File: config.mk
export PLATFORM = sky130hd
export DESIGN_NAME = emio_led_ctrl
export DESIGN_NICKNAME = d
export VERILOG_FILES = /design/src/rtl/emio_led_ctrl.sv
export SDC_FILE = /design/constraint.sdc
export NUM_CORES = 1
export LEC_CHECK = 0
export ABC_AREA = 1
export CAP_MARGIN = 40
export CORE_UTILIZATION = 52
export DETAILED_ROUTE_END_ITERATION = 10
export PLACE_DENSITY = 0.92
export SLEW_MARGIN = 40
export SYNTH_ARGS = -nofsm -noshare
export SYNTH_HDL_FRONTEND = slang
export SYNTH_SLANG_ARGS = --single-unit
File: constraint.sdc
create_clock -name clk -period 1.83 [get_ports clk]
set_input_delay 0.183 -clock clk [delete_from_list [all_inputs] [get_ports clk]]
set_output_delay 0.183 -clock clk [all_outputs]
set_load 0.1 [all_outputs]
File: src/rtl/emio_led_ctrl.sv
// emio_led_ctrl: arbitrates board LEDs/buttons between local logic and the PS7 EMIO GPIO bank.
// Optional PWM dimming of PS-driven LEDs is built when EMIO_LED_PWM_EN is defined.
module emio_led_ctrl #(
    parameter int unsigned DEBOUNCE_CYCLES = 1000000,
    parameter int unsigned BLINK_DIV       = 24,
    parameter int unsigned HB_TIMEOUT      = 50000000
) (
    input  logic        clk,
    input  logic        rst_n,
    input  logic [3:0]  btn,
    output logic [3:0]  led,
    input  logic [63:0] emio_gpio_o,
    input  logic [63:0] emio_gpio_t,
    output logic [63:0] emio_gpio_i,
    output logic        ps_owner
);

    localparam int DB_W = ($clog2(DEBOUNCE_CYCLES) < 1) ? 1 : $clog2(DEBOUNCE_CYCLES);
    localparam int HB_W = ($clog2(HB_TIMEOUT) < 1) ? 1 : $clog2(HB_TIMEOUT);
    localparam logic [DB_W-1:0] DB_LAST = DB_W'(DEBOUNCE_CYCLES - 1);
    localparam logic [HB_W-1:0] HB_LAST = HB_W'(HB_TIMEOUT - 1);

    typedef enum logic [1:0] {
        ST_LOCAL   = 2'd0,
        ST_PS      = 2'd1,
        ST_LOCKOUT = 2'd2
    } state_t;

    logic [63:0] q;
    logic [3:0]  q_led;
    logic [3:0]  q_ack;
    logic        q_hb;
    logic        q_req;

    logic [3:0]            btn_meta_p0;
    logic [3:0]            btn_sync_p1;
    logic [3:0]            btn_last_p2;
    logic [3:0][DB_W-1:0]  db_cnt;
    logic [3:0][DB_W-1:0]  db_cnt_nxt;
    logic [3:0]            btn_deb;
    logic [3:0]            btn_deb_nxt;

    logic [3:0] ack_prev;
    logic [3:0] ack_rise;
    logic [3:0] deb_rise;
    logic [3:0] evt;
    logic [3:0] evt_nxt;

    state_t          state;
    state_t          state_nxt;
    logic [HB_W-1:0] hb_cnt;
    logic [HB_W-1:0] hb_cnt_nxt;
    logic            hb_prev;
    logic            hb_change;
    logic            to_flag;
    logic            to_flag_nxt;

    logic [BLINK_DIV-1:0] blink_cnt;
    logic                 blink_wrap;
    logic [3:0]           walker;
    logic                 lock_phase;

    logic [3:0] ps_led;
    logic [3:0] led_nxt;

    // A PS bit only counts when the PS is actually driving it.
    assign q     = emio_gpio_o & ~emio_gpio_t;
    assign q_led = q[3:0];
    assign q_ack = q[11:8];
    assign q_hb  = q[62];
    assign q_req = q[63];

`ifdef EMIO_LED_PWM_EN
    logic [7:0] pwm_cnt;
    logic       pwm_on;
    logic       unused_q;

    assign pwm_on   = (pwm_cnt < q[23:16]);
    assign ps_led   = q_led & {4{pwm_on}};
    assign unused_q = ^{q[61:24], q[15:12], q[7:4]};

    always_ff @(posedge clk or negedge rst_n) begin
        if (!rst_n) begin
            pwm_cnt <= '0;
        end else begin
            pwm_cnt <= pwm_cnt + 8'd1;
        end
    end
`else
    logic unused_q;

    assign ps_led   = q_led;
    assign unused_q = ^{q[61:12], q[7:4]};
`endif

    // Synchroniser stages and per-bit stability counters.
    always_comb begin
        btn_deb_nxt = btn_deb;
        db_cnt_nxt  = db_cnt;
        for (int b = 0; b < 4; b++) begin
            if (btn_sync_p1[b] != btn_last_p2[b]) begin
                db_cnt_nxt[b] = '0;
            end else if (db_cnt[b] == DB_LAST) begin
                btn_deb_nxt[b] = btn_sync_p1[b];
            end else begin
                db_cnt_nxt[b] = db_cnt[b] + DB_W'(1);
            end
        end
    end

    always_ff @(posedge clk or negedge rst_n) begin
        if (!rst_n) begin
            btn_meta_p0 <= '0;
            btn_sync_p1 <= '0;
            btn_last_p2 <= '0;
            db_cnt      <= '0;
            btn_deb     <= '0;
        end else begin
            btn_meta_p0 <= btn;
            btn_sync_p1 <= btn_meta_p0;
            btn_last_p2 <= btn_sync_p1;
            db_cnt      <= db_cnt_nxt;
            btn_deb     <= btn_deb_nxt;
        end
    end

    // Sticky press events; a new press beats a simultaneous acknowledge.
    assign ack_rise = q_ack & ~ack_prev;
    assign deb_rise = btn_deb_nxt & ~btn_deb;
    assign evt_nxt  = (evt & ~ack_rise) | deb_rise;

    always_ff @(posedge clk or negedge rst_n) begin
        if (!rst_n) begin
            ack_prev <= '0;
            evt      <= '0;
        end else begin
            ack_prev <= q_ack;
            evt      <= evt_nxt;
        end
    end

    assign hb_change = q_hb ^ hb_prev;

    always_comb begin
        state_nxt   = state;
        hb_cnt_nxt  = hb_cnt;
        to_flag_nxt = to_flag;
        case (state)
            ST_LOCAL: begin
                if (q_req) begin
                    state_nxt  = ST_PS;
                    hb_cnt_nxt = '0;
                end
            end
            ST_PS: begin
                if (!q_req) begin
                    state_nxt = ST_LOCAL;
                end else if (hb_change) begin
                    hb_cnt_nxt = '0;
                end else if (hb_cnt == HB_LAST) begin
                    state_nxt   = ST_LOCKOUT;
                    to_flag_nxt = 1'b1;
                end else begin
                    hb_cnt_nxt = hb_cnt + HB_W'(1);
                end
            end
            ST_LOCKOUT: begin
                if (!q_req) begin
                    state_nxt   = ST_LOCAL;
                    to_flag_nxt = 1'b0;
                end
            end
            default: begin
                state_nxt   = ST_LOCAL;
                to_flag_nxt = 1'b0;
            end
        endcase
    end

    always_ff @(posedge clk or negedge rst_n) begin
        if (!rst_n) begin
            state   <= ST_LOCAL;
            hb_cnt  <= '0;
            hb_prev <= 1'b0;
            to_flag <= 1'b0;
        end else begin
            state   <= state_nxt;
            hb_cnt  <= hb_cnt_nxt;
            hb_prev <= q_hb;
            to_flag <= to_flag_nxt;
        end
    end

    // Free-running blink timebase drives both the walker and the lockout flash.
    assign blink_wrap = &blink_cnt;

    always_ff @(posedge clk or negedge rst_n) begin
        if (!rst_n) begin
            blink_cnt  <= '0;
            walker     <= 4'b0001;
            lock_phase <= 1'b0;
        end else begin
            blink_cnt <= blink_cnt + BLINK_DIV'(1);
            if (blink_wrap) begin
                walker     <= {walker[2:0], walker[3]};
                lock_phase <= ~lock_phase;
            end
        end
    end

    always_comb begin
        led_nxt = 4'b0000;
        case (state)
            ST_LOCAL:   led_nxt = walker ^ btn_deb;
            ST_PS:      led_nxt = ps_led;
            ST_LOCKOUT: led_nxt = lock_phase ? 4'b0101 : 4'b1010;
            default:    led_nxt = 4'b0000;
        endcase
    end

    // Output register stage.
    always_ff @(posedge clk or negedge rst_n) begin
        if (!rst_n) begin
            led         <= '0;
            emio_gpio_i <= '0;
        end else begin
            led         <= led_nxt;
            emio_gpio_i <= {54'd0, to_flag, (state == ST_PS), evt, btn_deb};
        end
    end

    assign ps_owner = (state == ST_PS);

endmodule

After elaboration in Yosys (flattened, before gate mapping)
Cells that the tools add are included.
{ "totals": {"register_bits": 177, "latch_bits": 0, "mem_bits_rw": 0, "rom_bits": 0, "inputBits": 134, "out_inout_bits": 69, "mem_count": 0} }
{ "classes": {"n_addsub": 6, "mul": 0, "n_div": 0, "order_cmp": 0, "n_eq_ne": 23, "shifts": 0, "n_mux": 34, "n_bitwise": 13, "reduce_logical": 6} }
{ "ops": {"columns": ["operator", "count"], "rows": [
  ["$mux 20", 8],
  ["$mux 26", 4],
  ["$add 20x1->20 const B", 4],
  ["$eq 20x20->1 const B", 4],
  ["$and 64x64->64", 1],
  ["$not 64->64", 1],
  ["$pmux 26 s2", 1],
  ["$add 26x1->26 const B", 1],
  ["$eq 26x26->1 const B", 1],
  ["$add 24x1->24 const B", 1],
  ["$reduce_and 24->1", 1],
  ["$ne 2x2->1 const B", 7],
  ["$and 4x4->4", 3],
  ["$mux 1", 12],
  ["$not 4->4", 3],
  ["$pmux 4 s3", 1],
  ["$mux 2", 5],
  ["$reduce_and 4->1", 2],
  ["$ne 3x3->1 const B", 2],
  ["$pmux 2 s3", 1],
  ["$reduce_and 5->1", 1],
  ["$mux 4", 1],
  ["$ne 1x1->1", 4],
  ["$ne 2x1->1 const B", 2],
  ["10 further kinds", 11]
]} }

Longest topological paths before layout
{ "depth": {"ltp_word": 6, "mapped_depth": 11, "mapped_depth_nobuf": 10} }

Least setup slack after synthesis
No wires, ideal clock.
{ "synth_path": {"path_kind": "reg-to-reg", "start": "reg state[1]", "end": "reg hb_cnt[13]", "setup_ns": 0.078, "arrival_time_ns": 2.084, "path_slack_ns": -0.332, "stages_incl_launch_ff": 7, "synth_period_minus_slack_ns": 2.162, "cell_sequence": "dfrtp_1 inv_1 nand2_1 clkinv_1 clkbuf_1 nand4_1 o21ai_2"} }
{ "synth_via": {"elab_chain_len": 3} }
{ "synth_lines": {"columns": ["item", "line", "source"], "rows": [
  ["start: declaration", "49", "state_t state;"],
  ["start signal: assignment", "187", "state <= state_nxt;"],
  ["$eq 2x1->1 *", null, null],
  ["via ps_owner", "15", "output logic ps_owner"],
  ["$ne 3x3->1 (no line), or another cell as far along", null, null],
  ["$reduce_and 4->1 (no line)", null, null],
  ["end signal: assignment", "188", "hb_cnt <= hb_cnt_nxt;"],
  ["end: declaration", "51", "logic [HB_W-1:0] hb_cnt;"]
]} }
The timed path passes the listed nets; every way through them passes the cells marked *.
A chain may end at the register's enable or synchronous reset.

Worst setup path in the final report
{ "layout_path": {"start": "reg state[1]", "end": "out ps_owner"} }
{ "layout_via": {"elab_chain_len": 1} }
{ "layout_lines": {"columns": ["item", "line", "source"], "rows": [
  ["$eq 2x1->1", "232", "assign ps_owner = (state == ST_PS);"],
  ["end: declaration", "15", null]
]} }
No other way between the ends.

==> key figures <==
Synthesis
  • Post-synthesis sequential area ratio: 0.472
  • Yosys reg bits: between 150 and 200
  • Largest family of logic cells by synthesized area: simple AND/OR/NAND/NOR gates
  • Synth Area in Compound Gates: 0.0654
  • Mean Syn Cell Area: 7.92 um^2
  • Synth cell types: 37
  • Synth Area in Simple Gates: 0.302
  • Mapped Cells: between 1000 and 1500
  • Yosys warns: 0
  • Post-Syn Area: 9380 um^2
  • Synth Area in Adders: 0.00801
  • Synth Area in XOR/XNOR: 0.0476
  • Mux cell area share after synthesis: 0

Timing
  • Layout Skew: 11.6 ps
  • Final period util: 0.936
  • Final period demand of the worst path: 1710 ps
  • Final hold slack: 179 ps
  • Final setup fails: 0
  • Fin. max-slew vios: 0
  • Hold violation total from the final report: 0
  • Max Clk Rate: a little under 600 MHz

Floorplanning
  • Die height: 136 um
  • Starting Density: 0.537
  • Core Area: around 17000 um^2
  • IO Count: 203
  • # rows: 48
  • Die W: 136 um
  • Die ar.: 18600 um^2

Final layout
  • Nets: 1415
  • Leading cell type in the layout, fill and taps excluded: nand2_1
  • Leading cell types in the layout, fill and taps excluded: nand2_1 (266), dfrtp_1 (176), nor2_1 (149)
  • Post-route cell area: 10800 um^2
  • Layout cell share with drive strength beyond 1: 0.0939
  • Antenna Cells: 0
  • Area grow syn2layout: 15.0%
  • Storage cell area: about 4400 um^2
  • Fillers: 1358
  • Multi-input logic area: 4200 um^2

GRT
  • First-pass GRT wire length: 34.1 mm
  • Grt total ovfl: 0
  • Largest net degree at the start of global routing: 51
  • GRT Util Overall: 0.233
  • Initial antenna violation count: 0
  • Vias in the first global route: 7630

Power and ir drop
  • Overall power: 8.61 mW
  • P_sw: ~2.3 mW
  • PwrDens: 799 nW/um^2
  • Combinational share of power: 0.108
  • Sequential cell fraction of total power: 0.464
  • Clock share of power: 0.428
  • Leakage power: 4.98 nW
  • Sw Ratio: 0.271
  • Int Pwr: 6.28 mW
  • Peak supply drop: 666 uV

Worst setup path
  • Crit-path max cell delay: 410 ps
  • Critical-path top delay cell: dfrtp_1
  • Crit. End Element: output port
  • FF-to-FF setup slack: 140 ps
  • Crit path cell chain: inv_1, nand2_1, clkinv_2, buf_12
  • Worst EP required: around 1700 ps
  • CP max FO: 9
  • Setup CP Type: flip-flop to output port
  • Setup crit start kind: flip-flop
  • Crit path DAT: between 1500 and 2000 ps

Route
  • Final ANT Viol Nets: 0
  • Via Count: 8133
  • # DRC: 0
  • WL final: 20.5 mm
  • 1st-pass router iterations: 5
  • Vias per cell: 5.38
  • Initial detailed-routing violation count: 580
  • Drt wl/cell: 13.5 um

Worst hold path
  • Hold crit path type: primary input to flip-flop

CTS
  • CTS tree: built
  • H-tree levels: 4
  • Max Root-Sink Buffers: 2
  • Clock transition at path regs: 70 ps
  • CTS Buf Count: 17
  • # clock sinks: 177
  • Root buffer cell: clkbuf_16
  • Clk_lat worst skew: 440 ps

Place
  • Hpwl dp: 14.6 mm
  • Port Buffers: 40
  • Dpl cell area: 10100 um^2
  • Routability cong.: 0.939

Flow run
  • Number of max-cap violations: 0

Outcome
  • Status: complete, no violations
## area by class of cell
type	count	share of cell area
timing repair buffer	87	0.0725
tap	225	0.0261
clock buffer	20	0.0405
clock inverter	12	0.0147
inverter	130	0.0454
multi-input combinational	862	0.390
sequential	177	0.411
## cells in the mapped netlist, drive strengths merged
cell / count / area share
inv: 128 / 0.051
xor2: 31 / 0.029
dfstp: 1 / 0.0028
nand2: 270 / 0.11
o31ai: 4 / 0.0032
o311ai: 3 / 0.0028
a21oi: 41 / 0.022
nor2: 155 / 0.064
o21a: 3 / 0.0024
clkbuf: 8 / 0.0033
nor4: 3 / 0.0020
nor3b: 3 / 0.0036
xnor2: 20 / 0.019
o21ai: 55 / 0.030
buf: 60 / 0.048
a2bb2oi: 1 / 0.00093
dfrtp: 176 / 0.47
ha: 6 / 0.0080
nand3b: 11 / 0.0088
a31oi: 6 / 0.0040
or2: 5 / 0.0033
conb: 1 / 0.00040
nand3: 89 / 0.049
nand4: 51 / 0.034
and2: 3 / 0.0020
nor3: 48 / 0.027
clkinv: 2 / 0.00080
## path summary, 6_finish.rpt
path,start,endpoint,cells after the start
min reg2reg,btn_meta_p0[0],btn_sync_p1[0],0
max,state[1],ps_owner,4
min in group asynchronous,rst_n,db_cnt[32],2
min,btn[3],btn_meta_p0[3],1
max in group asynchronous,rst_n,walker[0],3
max reg2reg,db_cnt[12],db_cnt[1],7
## registers in the layout, summed over array words and instances, names as in the netlist
register     count
ack_prev         4
btn_last_p2      4
db_cnt          80
hb_cnt          26
emio_gpio_i     10
btn_deb          4
lock_phase       1
walker           4
blink_cnt       24
evt              4
hb_prev          1
led              4
btn_sync_p1      4
to_flag          1
btn_meta_p0      4
state            2
## cell families (layout without fill, tap and decap cells)
family,Yosys count,in the layout
flops,177,177
buf+inv,198,249
simple gates,638,638
fa+ha+maj,6,6
xor+xnor,51,51
compound gates,113,113
other cells,1,54
## routing by layer
metal	GRT usage	wire [um]	vias to the layer above
li1	-	-	3936
met1	0.284	8540	3881
met2	0.396	10200	262
met3	0.0459	1090	54
met4	0.107	623	0
met5	0	0	-
## through the flow
| step | utilization | worst slack, ps | instances | TNS [ps] |
|---|---|---|---|---|
| finish | 0.617 | 118 | 1513 | 0 |
| global route | 0.617 | -1.02 | 1513 | -1.02 |
| CTS | 0.614 | 61.5 | 1510 | 0 |
| detailed placement | 0.579 | -59.2 | 1477 | -448 |
| global placement | 0.579 | 31.6 | 1477 | 0 |
| floorplan | - | 205 | 1237 | 0 |
## repair_timing
item | 4_1_cts | 5_1_grt
resized for setup | 1 | 9
gates cloned | 0 | 0
hold buffers | 1 | 0
pin swaps | 0 | 1
hold endpoints to repair | 44 | 0
buffers inserted | 0 | 3
setup endpoints to repair | 1 | 14
## worst max-delay path: cells and delay by family (launching register included)
family	cells	cell delay [ps]
DFF	1	410
and+or+nand+nor	1	170
buffers and inverters	3	510
## power by group through the flow
stage	clock (mW)	sequential (mW)	combinational, mW
after floorplan	0	4.09	0.743
after global placement	0	4.07	0.911
after detailed placement	0	4.07	0.924
after CTS	3.74	4.00	0.931
after global routing	3.90	4.00	0.988
final	3.68	4.00	0.929
(Power assumes the default switching activity.)
